===== src/rtl/alu_mul_seq.sv =====
// Sequential shift-and-add multiplier that time-shares an external WIDTH-bit ALU adder.
// Optional build macro MUL_EARLY_EXIT_EN: finish as soon as the remaining multiplier bits are zero.
module alu_mul_seq #(
  parameter int          WIDTH   = 4,
  parameter logic [2:0]  OP_ADD  = 3'b010,
  parameter logic [2:0]  OP_IDLE = 3'b000
) (
  input  logic                 clk,
  input  logic                 reset,
  input  logic                 start,
  input  logic [WIDTH-1:0]     a,
  input  logic [WIDTH-1:0]     b,
  output logic [2:0]           alu_op,
  output logic [WIDTH-1:0]     alu_a,
  output logic [WIDTH-1:0]     alu_b,
  input  logic [WIDTH-1:0]     alu_s,
  input  logic                 alu_cout,
  output logic                 busy,
  output logic                 done,
  output logic [2*WIDTH-1:0]   product
);

  localparam int CNT_W = (WIDTH > 1) ? $clog2(WIDTH) : 1;
  localparam int PW    = 2 * WIDTH;

  // Handshake: start is sampled only while IDLE; busy covers ADD and DONE;
  // done is a one-cycle pulse with product already valid in that cycle.
  typedef enum logic [1:0] {
    S_IDLE = 2'd0,
    S_ADD  = 2'd1,
    S_DONE = 2'd2
  } state_t;

  state_t             r_state;
  state_t             w_state_nxt;
  logic [WIDTH-1:0]   r_mcand;
  logic [WIDTH-1:0]   r_hi;
  logic [WIDTH-1:0]   r_lo;
  logic [CNT_W-1:0]   r_count;
  logic [PW-1:0]      r_product;
  logic [PW-1:0]      w_step;
  logic [PW-1:0]      w_final;
  logic               w_last;

  // One shift-and-add step: the ALU carry becomes the new top bit of hi.
  assign w_step = {alu_cout, alu_s, r_lo[WIDTH-1:1]};

`ifdef MUL_EARLY_EXIT_EN
  logic [CNT_W-1:0]   w_rem;
  logic [WIDTH-1:0]   w_rem_mask;
  logic               w_rem_zero;

  // After this edge, lo[WIDTH-1-count:1] still holds unprocessed multiplier bits.
  assign w_rem      = CNT_W'(WIDTH - 1) - r_count;
  assign w_rem_mask = (WIDTH'(1) << w_rem) - WIDTH'(1);
  assign w_rem_zero = ((r_lo >> 1) & w_rem_mask) == '0;
  assign w_last     = (r_count == CNT_W'(WIDTH - 1)) || w_rem_zero;
  assign w_final    = w_step >> w_rem;
`else
  assign w_last     = (r_count == CNT_W'(WIDTH - 1));
  assign w_final    = w_step;
`endif

  always_ff @(posedge clk or posedge reset) begin
    if (reset) begin
      r_state <= S_IDLE;
    end else begin
      r_state <= w_state_nxt;
    end
  end

  always_comb begin
    w_state_nxt = r_state;
    alu_op      = OP_IDLE;
    alu_a       = '0;
    alu_b       = '0;
    case (r_state)
      S_IDLE: begin
        if (start) begin
          w_state_nxt = S_ADD;
        end
      end
      S_ADD: begin
        alu_op = OP_ADD;
        alu_a  = r_hi;
        alu_b  = r_lo[0] ? r_mcand : '0;
        if (w_last) begin
          w_state_nxt = S_DONE;
        end
      end
      S_DONE: begin
        w_state_nxt = S_IDLE;
      end
      default: begin
        w_state_nxt = S_IDLE;
      end
    endcase
  end

  always_ff @(posedge clk or posedge reset) begin
    if (reset) begin
      r_mcand   <= '0;
      r_hi      <= '0;
      r_lo      <= '0;
      r_count   <= '0;
      r_product <= '0;
    end else begin
      case (r_state)
        S_IDLE: begin
          if (start) begin
            r_mcand <= a;
            r_lo    <= b;
            r_hi    <= '0;
            r_count <= '0;
          end
        end
        S_ADD: begin
          // The count is left alone on the final step so it never wraps.
          if (w_last) begin
            {r_hi, r_lo} <= w_final;
            r_product    <= w_final;
          end else begin
            {r_hi, r_lo} <= w_step;
            r_count      <= r_count + CNT_W'(1);
          end
        end
        default: begin
        end
      endcase
    end
  end

  assign busy    = (r_state != S_IDLE);
  assign done    = (r_state == S_DONE);
  assign product = r_product;

endmodule

===== config.mk =====
export PLATFORM = sky130hd
export DESIGN_NAME = alu_mul_seq
export DESIGN_NICKNAME = d
export VERILOG_FILES = /design/src/rtl/alu_mul_seq.sv
export SDC_FILE = /design/constraint.sdc
export NUM_CORES = 1
export LEC_CHECK = 0
export ABC_AREA = 1
export BUFFER_PORTS_ARGS = -buffer_cell sky130_fd_sc_hd__clkbuf_2
export CAP_MARGIN = 0
export CORE_MARGIN = 2
export CORE_UTILIZATION = 25
export DETAILED_ROUTE_END_ITERATION = 10
export GPL_TIMING_DRIVEN = 1
export HOLD_SLACK_MARGIN = 0.12
export PLACE_DENSITY_LB_ADDON = 0.2
export SLEW_MARGIN = 20
export SYNTH_ARGS = -nofsm -noshare
export SYNTH_HDL_FRONTEND = slang
export SYNTH_SLANG_ARGS = --single-unit

===== constraint.sdc =====
create_clock -name clk -period 2.3 [get_ports clk]
set_clock_uncertainty 0.1 [all_clocks]
set_input_delay 0 -clock clk [delete_from_list [all_inputs] [get_ports clk]]
set_output_delay 0 -clock clk [all_outputs]
set_load 0.005 [all_outputs]

# Word level (Yosys, flattened, before mapping)
# Index checks and enable logic that the tools add are counted.
# totals
register_bits	24
elab_cells	35
# op_classes
n_reduce_logical	8
muxes	14
n_eq_ne	6
n_addsub	1
# op_table
operator	count
4-bit 2-to-1 mux	5
4-bit case mux with 2 select lines	2
2-bit 2-to-1 mux	5
2-bit case mux with 2 select lines	2
2-bit AND reduction	4
2-bit != test (second input constant)	3
2-bit == test (second input constant)	2
2-bit nonzero test	2
3-bit AND reduction	1
2-bit by 1-bit adder with 2-bit output (second input constant)	1
2-bit by 1-bit == test with 1-bit output (second input constant)	1
2-bit logical NOT	1

# Logic depth before layout (Yosys ltp)
# Gate-level depths: netlist (run 1).
# logic_depth
ltp_word	3
depth_mapped	6
depth_no_buf	6

# Worst setup path after synthesis (run 1)
# OpenSTA, ideal clock, no wires.
# synth_timing
kind	register -> register
from	register r_state[0]
to	register r_lo[0]
t_arrival_ns	0.941
path_slack_ns	1.142
n_path_buf	1
setup_time_ns	0.116
path_stages_with_launch	6
path_cell_list	dfrtp_1 buf_4 o21ai_4 inv_2 nand2_1 nand2_1
# synth_between
elab_chain_cells	3
elab_cells_between_ends	6
cone_classes	eq/ne: 2; mux: 1; reduce/logical: 3
# synth_lines
element	line_no	rtl
from (decl)	34	state_t r_state;
from (signal assigned)	68	r_state <= w_state_nxt;
2-bit by 1-bit == test with 1-bit output or 2-bit logical NOT (tied branches)	108	case (r_state)
2-bit nonzero test (no source line) or 2-bit != test (tied branches)	--	
2-bit AND reduction (no source line)	--	
to (signal assigned)	120	{r_hi, r_lo} <= w_final;
to (signal assigned)	123	{r_hi, r_lo} <= w_step;
to (decl)	38	logic [WIDTH-1:0] r_lo;
# Several ways; a longest one is shown, not always the timed one.
# A chain may end at the register's enable or synchronous reset.

# Worst setup path after layout (run 1)
# layout_timing
from	register r_state[0]
to	register r_mcand[1]
# layout_between
elab_chain_cells	2
# layout_lines
element	line_no	rtl
2-bit logical NOT	108	
2-bit AND reduction (no source line)	--	
to (signal assigned)	102	r_mcand <= '0;
to (signal assigned)	111	r_mcand <= a;
to (decl)	36	logic [WIDTH-1:0] r_mcand;
# No other way between the ends.

==> results of run 1 <==
## repair_timing
| item | 4_1_cts | 5_1_grt |
|---|---|---|
| hold buffers | 20 | 0 |
| hold endpoints to repair | 42 | 0 |
| endpoints found under the setup margin | 0 | 2 |
| resized for setup | 0 | 1 |
## flip-flops by register name, summed over array words and instances, names as in the netlist
name and cells:
product 8, r_count 2, r_state 2, r_lo 4, r_mcand 4, r_hi 4
## cells in the final DEF (no fill, tap or decap), drive strengths merged
cell,instances
nand2,59
clkbuf,38
dfrtp,24
dlygate4sd3,20
inv,16
nor2,11
nand3,10
o21ai,9
nand4,2
conb,2
ha,1
## through the flow
stage	cell area, sq um	utilization, %	hold WS [ps]
floorplan	1134	-	-85.38
global placement	1320	30.32	137.6
detailed placement	1320	30.32	132.1
CTS	1575	36.18	381.4
global route	1577	36.21	400.8
finish	1577	36.21	360.2
## layer usage
metal  track usage (%)  part of all wire (%)  vias up
met3             2.532                   5.0        2
met1             16.16                    50      471
met5                 0                     0        -
met2             15.95                    44       29
met4             3.774                  0.95        0
li1                  -                     -      525
## layout make-up
type / instances / area (sq um) / area share (%)
clock buffers: 4 / 55.05 / 3.492
inverters: 16 / 60.06 / 3.810
multi-input cells: 94 / 424.2 / 26.90
flip-flops and latches: 24 / 601.8 / 38.17
well taps: 52 / 65.06 / 4.127
repair buffers: 54 / 370.4 / 23.49
## cells by family after synthesis
group                      Yosys count  synth area share (%)
and+or+nand+nor                     82                 30.79
DFF                                 24                 53.16
other                                1                0.3319
AOI/OAI and AO/OA                    9                 4.984
buffers and inverters               22                 9.634
adders and majority gates            1                 1.107
## where the power goes
part,switching [mW],leakage (nW),internal (mW)
clock network,0.130,0.0288,0.153
registers,0.167,0.297,0.622
logic,0.453,0.536,0.359
total,0.749,0.862,1.13
## worst register-to-register path: cells and delay by family, from the launching register on
family	cells	cell delay (ps)
and+or+nand+nor	3	380
DFF	1	520
buffers and inverters	2	1110
## Yosys cell counts, drive strengths merged
cell type / instances / share of area, %
nor2: 11 / 4.5
nand2: 59 / 21
inv: 16 / 5.3
ha: 1 / 1.1
nand4: 2 / 1.1
dfrtp: 24 / 53
o21ai: 9 / 5.0
nand3: 10 / 4.4
conb: 1 / 0.33
buf: 6 / 4.3
## path summary, 6_finish.rpt
path                                         from  cells past startpoint  slack, ps                      to
min reg2reg                r_mcand[0]$_DFFE_PP0P_                      2        380  r_mcand[0]$_DFFE_PP0P_
min                                         reset                      3        360     r_hi[2]$_DFFE_PP0P_
min in group clk           r_mcand[0]$_DFFE_PP0P_                      2        380  r_mcand[0]$_DFFE_PP0P_
max reg2reg                r_state[0]$_DFFE_PP0P_                      5        130  r_mcand[1]$_DFFE_PP0P_
max                        r_state[0]$_DFFE_PP0P_                      5        130  r_mcand[1]$_DFFE_PP0P_
max in group asynchronous                   reset                      3       1130  r_state[0]$_DFFE_PP0P_
==> metrics.md, run 1 <==
| Metric | Value |
|---|---|
| Max Fclk | around 0.46 GHz |
| Rel. slew slack | 39.99% |
| Tightest Pin Transition | 899.2 ps |
| Starting DRT DRC Count | 29 |
| Die Wd | 71.23 um |
| Critical path class | flop to flop |
| Fillers | 442 |
| Pwr Total | between 1.5 and 2 mW |
| Worst hold path type | primary input to asynchronous set/reset pin |
| GRT Residual Overflow | 0 |
| CTS tree | yes |
| Worst skew pair latency | 260 ps |
| Tmin final | 2167 ps |
| Clock-pin slew on the worst setup and hold paths | about 80 ps |
| N_diodes | 0 |
| Startpoint Class | flop |
| Critical Path RT | 2400 ps |
| Post-CTS Setup Inserts | 0 |
| Leakage | around 0.86 nW |
| Max Buffers Root-to-Sink | 2 |
| Seq/Total Area, Yosys | a little over half |
| Largest net degree at the start of global routing | 25 |
| Io pins | 37 |
| Worst-path fanout max | 11 |
| Initial Util | approximately 26% |
| DRC viols | 0 |
| Final worst setup slack | between 100 and 150 ps |
| CP max stage cell | dlygate4sd3_1 |
| Vias per cell | about 4.2 |
| Crit path DAT | 2270 ps |
| GPL Wtd Cong | 0.7835 |
| Final worst path period share | 94.24% |
| CP dominant cell by count | dlygate4sd3_1 |
| Share of cells above drive strength 1 | 25.52% |
| Wirelength per Cell | 10.79 um |
| Total track usage | 11.00% |
| Yosys warning total | 0 |
| Number of global-route vias before repair | 922 |
| Fin Setup TNS | 0 ps |
| Routed wire length | 2.632 mm |
| Placed Instances | 220 |
| Yosys cell types | 17 |
| Yosys reg bits | 24 |
| Syn avg cell area | 8.128 sq um |
| I/O Buffers | 34 |
| Peak supply drop | 0.4596 mV |
| Largest stage delay, worst path | ~570 ps |
| Crit-path leading delay family | buffers and inverters |
| Initial antenna violation count | 0 |
| Core area | around 4400 sq um |
| First-pass GRT wire length | 4.367 mm |
| H-tree levels | 1 |
| WP buf/inv | 2 |
| Clock sink count | 24 |
| Outcome | complete, no violations |
| Dpl hpwl | 1.844 mm |
| Clk root buf | clkbuf_8 |
| Non-filler instance count after layout | 244 |
| # rows | 24 |
| Max-Cap Viols | 0 |
| Final Hold Viols | 0 |
| Antenna-violating nets left | 0 |
| CTS Buf Count | 3 |
| Pre-CTS setup slack | 827.5 ps |
| DIE AREA | 5073 sq um |
| Post-Synthesis Cells | around 140 |
| Initial DRT Pass Iterations | 5 |
| Vias | 1027 |
| Setup Viol. Count Final | 0 |
| Nets@finish | 210 |
| Die Span Y | 71.23 um |
| Crit end category | flop |
| Mapped cell area | 1130 sq um |
| CP cell instances | nor2_4, nand3_1, dlygate4sd3_1, nand2_1, dlygate4sd3_1 |
| Unrepaired setup endpoints after global routing | no |
| Final Max Slew Viols | 0 |
| PD cells | 1194 nW/um^2 |
| P&R area growth vs syn | 39.53% |
No activity file was read; power rests on OpenSTA's default activity.
==> inputs of run 2 (changes only) <==
--- a/config.mk
+++ b/config.mk
@@ -6,11 +6,12 @@
 export NUM_CORES = 1
 export LEC_CHECK = 0
 export ABC_AREA = 1
-export BUFFER_PORTS_ARGS = -buffer_cell sky130_fd_sc_hd__clkbuf_2
 export CAP_MARGIN = 0
+export CORE_ASPECT_RATIO = 0.5
 export CORE_MARGIN = 2
 export CORE_UTILIZATION = 25
 export DETAILED_ROUTE_END_ITERATION = 10
+export DONT_BUFFER_PORTS = 1
 export GPL_TIMING_DRIVEN = 1
 export HOLD_SLACK_MARGIN = 0.12
 export PLACE_DENSITY_LB_ADDON = 0.2
==> metrics.md, run 2 (synthesis gave the netlist of run 1 again) <==
| Metric | Value |
|---|---|
| Fin Setup TNS | 0 ps |
| PD cells | approximately 1200 nW/um^2 |
| Nets@finish | 177 |
| Worst r2r src | r_state[0]$_DFFE_PP0P_ |
| Largest net degree at the start of global routing | 25 |
| Unrepaired setup endpoints after global routing | no |
| Critical path class | flop to flop |
| Met2 usage | between 15 and 20% |
| Core area | approximately 4400 sq um |
| Setup Viol. Count Final | 0 |
| Clock sink count | 24 |
| Max Buffers Root-to-Sink | 2 |
| Initial antenna violation count | 0 |
| CP cell instances | nor2_4, nand3_1, dlygate4sd3_1, nand2_1, dlygate4sd3_1 |
| Max Fclk | 0.4631 GHz |
| GPL Wtd Cong | 0.7374 |
| Cell depth of the worst setup path | 5 |
| Antenna-violating nets left | 0 |
| RR Endpoint | r_mcand[1]$_DFFE_PP0P_ |
| Starting DRT DRC Count | 20 |
| Most common cell after layout, fill and taps aside | nand2_1 |
| # rows | 17 |
| Crit end category | flop |
| Met1 Use GR | 14.98% |
| Critical Path Source | r_state[0]$_DFFE_PP0P_ |
| H-tree levels | 1 |
| First-pass GRT wire length | between 4 and 5 mm |
| Pwr Total | 1.772 mW |
| Share of cells above drive strength 1 | 9.434% |
| Initial DRT Pass Iterations | 4 |
| WP buf/inv | 2 |
| Post-CTS Setup Inserts | 0 |
| GRT Residual Overflow | 0 |
| DIE AREA | 5106 sq um |
| Crit-path leading delay family | buffers and inverters |
| I/O Buffers | 0 |
| Critical Path RT | 2410 ps |
| Max reg flops | 8 |
| DRC viols | 0 |
| Wirelength per Cell | 12.24 um |
| Initial Util | ~26% |
| Routed wire length | 2.644 mm |
| Fillers | 472 |
| Vias per cell | approximately 4.2 |
| Gr busiest metal | met2 |
| Leakage | between 0.7 and 0.8 nW |
| Startpoint Class | flop |
| Final Max Slew Viols | 0 |
| Largest stage delay, worst path | 560 ps |
| Outcome | complete, no violations |
| Final worst path period share | between 90% and 100% |
| Die Wd | 99.07 um |
| Crit path DAT | 2270 ps |
| Number of global-route vias before repair | 939 |
| Worst hold path type | primary input to asynchronous set/reset pin |
| Vias | ~910 |
| Die Span Y | 51.54 um |
| Tightest Pin Transition | approximately 880 ps |
| Design area | 1423 sq um |
| Crit path to | r_mcand[1]$_DFFE_PP0P_ |
| CTS tree | yes |
| Dpl hpwl | 1.778 mm |
| Most frequent cells in the layout | nand2_1, dfrtp_1, dlygate4sd3_1 |
| Worst skew pair latency | 270 ps |
| Worst-path fanout max | 11 |
| N_diodes | 0 |
| Io pins | 37 |
| CP max stage cell | dlygate4sd3_1 |
| P&R area growth vs syn | 25.91% |
| Clock-pin slew on the worst setup and hold paths | 80 ps |
| Final Hold Viols | 0 |
| GR Util met3 | 4.570% |
| Hold_ws | 153.6 ps |
| Peak supply drop | 0.2570 mV |
| Rel. slew slack | 40.98% |
| Tmin final | between 2000 and 2500 ps |
| Number of cells on the worst reg-to-reg path | 5 |
| CP dominant cell by count | dlygate4sd3_1 |
| Placed cell area | ~1200 sq um |
| Total track usage | 11.91% |
| CTS Buf Count | 3 |
| Clk root buf | clkbuf_8 |
| R2r setup slk | 140 ps |
| Max-Cap Viols | 0 |
[run 2: changes by cell type in the layout (fill, tap and decap cells not counted), sizes merged]
cell	previous run	this run
clkinv	0	1
clkbuf	38	4
inv	16	15
dlygate4sd3	20	21
[run 2: layer usage]
| layer | up-vias | routed length [um] |
|---|---|---|
| met3 | 4 | 174 |
| li1 | 462 | - |
| met5 | - | 0 |
| met1 | 423 | 1249 |
| met2 | 18 | 1193 |
| met4 | 0 | 27 |
[run 2: worst min path at each step]
stage              from                endpoint
2_1_floorplan     reset  product[0]$_DFFE_PP0P_
3_3_place_gp   alu_s[0]  product[3]$_DFFE_PP0P_
3_5_place_dp   alu_s[0]  product[3]$_DFFE_PP0P_
4_1_cts            a[0]  r_mcand[0]$_DFFE_PP0P_
5_1_grt           reset     r_hi[1]$_DFFE_PP0P_
6_report          reset     r_hi[2]$_DFFE_PP0P_
[run 2: repair_timing]
item,4_1_cts,5_1_grt
hold buffers,21,0
endpoints found under the setup margin,0,3
resized for setup,0,1
endpoints found under the hold margin,44,0
[run 2: per-stage QoR]
| stage | util [%] | cells | setup slack (ps) |
|---|---|---|---|
| after global placement | 26.38 | 191 | 821.1 |
| after detailed placement | 26.38 | 191 | 759.4 |
| after floorplan | - | 140 | 1142 |
| final | 32.47 | 216 | 140.9 |
| after CTS | 32.44 | 216 | 69.56 |
| after global routing | 32.47 | 216 | 33.06 |
[run 2: power by group]
part	total [mW]	internal, mW	switching [mW]
clock network	0.289	0.153	0.136
registers	0.809	0.623	0.186
logic	0.675	0.271	0.404
[run 2: area by class of cell]
cell class              instances  area, sq um  area share, %
clock buffers                   4        55.05          3.870
inverters                      16        60.06          4.222
multi-input cells              94        424.2          29.82
flip-flops and latches         24        601.8          42.30
well taps                      57        71.32          5.013
repair buffers                 21        210.2          14.78
